==> src/rtl/l2_request_arbiter.sv <==
// Two-way arbiter for the shared L2 request port (icache vs dcache); grant held per transfer.
// Define L2_ARB_DCACHE_PRIORITY_EN for fixed dcache priority instead of round-robin tie-break.

package l2_arb_pkg;
  typedef enum logic {
    LOAD  = 1'b0,
    STORE = 1'b1
  } memory_operation_e;
endpackage

module l2_request_arbiter
  import l2_arb_pkg::*;
#(
  parameter int unsigned XLEN = 32
) (
  input  logic              clk,
  input  logic              reset_n,
  input  logic              icache_l2_req_valid,
  input  memory_operation_e icache_l2_req_type,
  input  logic [XLEN-1:0]   icache_l2_req_address,
  output logic              icache_l2_req_fulfilled,
  input  logic              dcache_l2_req_valid,
  input  memory_operation_e dcache_l2_req_type,
  input  logic [XLEN-1:0]   dcache_l2_req_address,
  input  logic [XLEN-1:0]   dcache_l2_req_wdata,
  output logic              dcache_l2_req_fulfilled,
  output logic              l2_req_valid,
  output memory_operation_e l2_req_type,
  output logic [XLEN-1:0]   l2_req_address,
  output logic [XLEN-1:0]   l2_req_wdata,
  input  logic              l2_req_fulfilled,
  output logic              icache_granted,
  output logic              dcache_granted
);

  localparam logic [1:0] StIdle   = 2'd0;
  localparam logic [1:0] StGrantI = 2'd1;
  localparam logic [1:0] StGrantD = 2'd2;

  logic [1:0] state_q, state_d;
  logic       tie_to_d;

`ifdef L2_ARB_DCACHE_PRIORITY_EN
  assign tie_to_d = 1'b1;
`else
  // last_grant: 1 = dcache owned most recently, 0 = icache.
  logic last_grant_q, last_grant_d;

  assign tie_to_d = ~last_grant_q;

  always_comb begin
    last_grant_d = last_grant_q;
    if (state_d == StGrantI) begin
      last_grant_d = 1'b0;
    end else if (state_d == StGrantD) begin
      last_grant_d = 1'b1;
    end
  end

  always_ff @(posedge clk or negedge reset_n) begin
    if (!reset_n) begin
      last_grant_q <= 1'b1;
    end else begin
      last_grant_q <= last_grant_d;
    end
  end
`endif

  always_comb begin
    state_d = state_q;
    case (state_q)
      StIdle: begin
        if (icache_l2_req_valid && dcache_l2_req_valid) begin
          state_d = tie_to_d ? StGrantD : StGrantI;
        end else if (icache_l2_req_valid) begin
          state_d = StGrantI;
        end else if (dcache_l2_req_valid) begin
          state_d = StGrantD;
        end
      end
      StGrantI: begin
        if (!icache_l2_req_valid) begin
          state_d = dcache_l2_req_valid ? StGrantD : StIdle;
        end
      end
      StGrantD: begin
        if (!dcache_l2_req_valid) begin
          state_d = icache_l2_req_valid ? StGrantI : StIdle;
        end
      end
      default: state_d = 'x;
    endcase
  end

  always_ff @(posedge clk or negedge reset_n) begin
    if (!reset_n) begin
      state_q <= StIdle;
    end else begin
      state_q <= state_d;
    end
  end

  // Owner's valid gates everything, so a release or stray fulfilled pulse never leaks through.
  always_comb begin
    l2_req_valid            = 1'b0;
    l2_req_type             = LOAD;
    l2_req_address          = '0;
    l2_req_wdata            = '0;
    icache_l2_req_fulfilled = 1'b0;
    dcache_l2_req_fulfilled = 1'b0;
    icache_granted          = 1'b0;
    dcache_granted          = 1'b0;
    case (state_q)
      StIdle: ;
      StGrantI: begin
        icache_granted          = 1'b1;
        l2_req_valid            = icache_l2_req_valid;
        l2_req_type             = icache_l2_req_type;
        l2_req_address          = icache_l2_req_address;
        icache_l2_req_fulfilled = l2_req_fulfilled & icache_l2_req_valid;
      end
      StGrantD: begin
        dcache_granted          = 1'b1;
        l2_req_valid            = dcache_l2_req_valid;
        l2_req_type             = dcache_l2_req_type;
        l2_req_address          = dcache_l2_req_address;
        l2_req_wdata            = dcache_l2_req_wdata;
        dcache_l2_req_fulfilled = l2_req_fulfilled & dcache_l2_req_valid;
      end
      default: begin
        l2_req_valid            = 1'bx;
        l2_req_type             = memory_operation_e'(1'bx);
        l2_req_address          = 'x;
        l2_req_wdata            = 'x;
        icache_l2_req_fulfilled = 1'bx;
        dcache_l2_req_fulfilled = 1'bx;
        icache_granted          = 1'bx;
        dcache_granted          = 1'bx;
      end
    endcase
  end

endmodule

==> config.mk <==
export PLATFORM = sky130hd
export DESIGN_NAME = l2_request_arbiter
export DESIGN_NICKNAME = d
export VERILOG_FILES = /design/src/rtl/l2_request_arbiter.sv
export SDC_FILE = /design/constraint.sdc
export NUM_CORES = 1
export LEC_CHECK = 0
export CORE_ASPECT_RATIO = 1.75
export CORE_MARGIN = 2
export CORE_UTILIZATION = 20
export DETAILED_ROUTE_END_ITERATION = 10
export GPL_TIMING_DRIVEN = 0
export PLACE_DENSITY = 0.78
export SETUP_SLACK_MARGIN = 0.02
export SYNTH_ARGS = -nofsm -noshare
export SYNTH_HDL_FRONTEND = slang
export SYNTH_SLANG_ARGS = --single-unit
==> constraint.sdc <==
create_clock -name clk -period 1.74 [get_ports clk]
set_input_delay 0.348 -clock clk [delete_from_list [all_inputs] [get_ports clk]]
set_output_delay 0.348 -clock clk [all_outputs]
set_load 0.05 [all_outputs]
==> key figures <==
Run status
  • Outcome: finished with violations
  • Failing checks: DRC, setup timing

Placement
  • DP HPWL: ~4800 microns
  • Gpl congestion: approximately 0.81
  • Dpl cells: about 370
  • Port Buffer Count: 171

Die
  • Core Footprint: between 5000 and 6000 sq um
  • DIE WIDTH: 58.6 microns
  • FP Rows: 34
  • DIE AREA: roughly 6000 sq um
  • Height of the die: ~100 microns
  • Initial Utilization: 20.8%
  • Io pins: 173

Setup path
  • Flop-to-flop setup slack: -0.16 ns
  • Reg-to-reg endpoint: last_grant_q
  • RR Startpoint: state_q[1]
  • Critical path class: register to primary output
  • Arr. time, crit path: approximately 1.7 ns
  • Req. time, crit path: between 1 and 1.5 ns
  • Worst r2r path cells: 8
  • Startpoint types: register
  • CP Capture Type: primary output
  • Crit Path Max Fanout: 10

GRT
  • Vias in the first global route: about 1900
  • Initial antenna violation count: 0
  • Global-route wire length before repair: 9250 microns
  • Largest net degree at the start of global routing: 11
  • GRT overflow: 0
  • All-layer global routing usage: between 20 and 25%

Clock network
  • CTS tree: built
  • Clock Path Buffers: 2
  • CTS buffer count: 3
  • CTS HTree Levels: 1
  • Clock slew at reported path FFs: ~0.030 ns
  • Sink Count: 3
  • CTS root buf: clkbuf_8
  • Cts hold-fix bufs: 0
  • Worst skew pair latency: around 0.22 ns

STA
  • Fmax: about 0.50 GHz
  • Fin Hold WS: slightly above 0.3 ns
  • Final Cycle Share: 115%
  • Post-layout min period: approximately 2 ns
  • Post-Route Skew: between 0.002 and 0.003 ns
  • Final Hold Vio Count: 0
  • Min setup slack post-route: -0.257 ns
  • Headroom to the max-slew limit: 66.8%
  • Slew @ Worst Pin: about 0.5 ns
  • TNS Setup: -14.07 ns
  • Unrepaired setup endpoints after global routing: true
  • Max Slew Vio Count: 0
  • Final setup fails: 71

Route
  • First drt pass iteration count: 7
  • DR vias: slightly below 2000
  • Routed WL: approximately 6800 microns
  • Average routed wire per standard cell: 17.2 microns
  • Routed Antenna Nets: 0
  • Drt drc: 16
  • Vias per cell: just under 5
  • DR iter-0 viols: 28

Synthesis
  • Syn avg cell area: roughly 7.3 sq um
  • Yosys reg bits: 3
  • Synthesized-area fraction occupied by adder cells: ~6.0%
  • Syn nets: roughly 250
  • Synth area leaders: a22oi_1, nor2b_1, and2_1
  • Post-Syn Area: about 1000 sq um
  • Cells after Synth: around 140
  • Synth Area in XOR/XNOR: 0%
  • Register area share after synthesis: under 10%
  • Post-Synth Simple-Gate Area: 42.6%
  • Mux cell area share after synthesis: under 10%
  • Main combinational cell family by area after synthesis: simple AND/OR/NAND/NOR gates
  • Synthesis Warnings: 0
  • Yosys cell types: 24
  • Area share of the largest cell type after synthesis: between 20 and 25%
  • Cell taking the most area after synthesis: a22oi_1
  • Compound-Gate Fraction of Synth Area: a little under 30%

Power
  • Pwr dens: between 1500 and 2000 nW/um^2
  • Leakage power total: about 1.7 nW
  • Maximum vdd drop: between 1500 and 2000 uV

Final layout
  • Fill cells: around 310
  • Final core utilization: ~80%
  • Final instance count without filler cells: 396
  • Nets: ~450
  • Area grow syn2layout: 291%
  • Layout cell share with drive strength beyond 1: between 60% and 70%
  • # diodes: 0

Run
  • MaxCap Viol Count: 0

Worst hold path
  • Worst hold path type: primary input to asynchronous set/reset pin
-- cell families (layout without fill, tap and decap cells) --
group                      Yosys count  after routing
and+or+nand+nor                     72             72
adders and majority gates            5              5
muxes                                5              5
buffers and inverters               19            217
AOI/OAI and AO/OA                   40             40
DFF                                  3              3
-- cell usage in the layout (no fill, tap or decap), drive strengths merged --
cell type	netlist	final
dfstp	1	1
clkdlybuf4s50	0	100
o21bai	1	1
a22oi	34	34
nor2b	34	34
nand2	1	1
o2bb2ai	1	1
mux2i	2	2
and3	2	2
a32oi	3	3
mux2	3	3
nand3	1	1
dfrtp	2	2
nand2b	1	1
nor2	1	1
dlygate4sd2	0	2
clkbuf	7	11
a21oi	1	1
and2	32	32
ha	5	5
inv	3	3
buf	9	101
-- flip-flops by register name, summed over array words and instances, names as in the netlist --
name / flops
last_grant_q: 1
state_q: 2
-- per-stage QoR --
step                power, W  area [sq um]  setup WS, ns
floorplan            0.00451          1580       -0.0869
global placement     0.00600          3360        -0.873
detailed placement   0.00605          3360        -0.898
CTS                  0.00735          3790        -0.251
global route         0.00819          4080        -0.287
finish               0.00789          4080        -0.257
-- worst max-delay path, stage by stage (launching register included) --
cell and delay, ns:
dfrtp_2 0.46, buf_4 0.17, ha_4 0.19, buf_4 0.14, clkbuf_8 0.14, and2_2 0.18
buf_6 0.15
-- metal layers --
layer,wire (microns),track usage [%],part of all wire (%)
met4,108,5.24,1.6
met5,0,0,0
met2,4170,42.1,61
met3,729,4.42,11
met1,1810,18.6,26
-- repair_timing --
item / in CTS / in global routing
gates resized for setup: 524 / 57
pin swaps: 25 / 13
endpoints found under the setup margin: 71 / 70
gates cloned: 3 / 4
buffers inserted: 7 / 10
-- cell type report --
cell class | count | area [sq um] | area share (%)
plain buffers | 15 | 256 | 6.29
clock buffers | 4 | 45.0 | 1.10
inverters | 3 | 16.3 | 0.399
multi-input cells | 122 | 1460 | 35.8
flip-flops and latches | 3 | 77.6 | 1.90
well taps | 54 | 67.6 | 1.66
repair buffers | 195 | 2160 | 52.8
-- worst max path at each step --
stage                          start           endpoint  slack (ns)  cells after the start
after floorplan           state_q[0]       l2_req_valid       -0.09                      6
after global placement    state_q[0]  l2_req_address[9]       -0.87                      5
after detailed placement  state_q[0]  l2_req_address[8]       -0.90                      5
after CTS                 state_q[0]       l2_req_valid       -0.25                      7
after global routing      state_q[0]   l2_req_wdata[21]       -0.29                      7
final                     state_q[1]   l2_req_wdata[21]       -0.26                      6
-- synth_stat cells --
cell type	number
inv_1	3
a21oi_1	1
and3_2	1
buf_2	8
dfstp_2	1
and2_1	32
nand3_1	1
a32oi_2	1
nor2b_1	34
buf_6	1
a22oi_1	34
o21bai_1	1
nor2_1	1
o2bb2ai_1	1
a32oi_1	2
mux2i_1	2
nand2_1	1
dfrtp_1	2
ha_1	5
mux2_4	2
and3_1	1
mux2_1	1
nand2b_1	1
clkbuf_1	7
-- power breakdown --
group	leakage (nW)	internal (W)	switching (W)
clock network	0.0228	0.000157	0.0000550
logic	1.66	0.00375	0.00376
registers	0.0339	0.000118	0.0000538
Power figures use the tool's default switching activity.
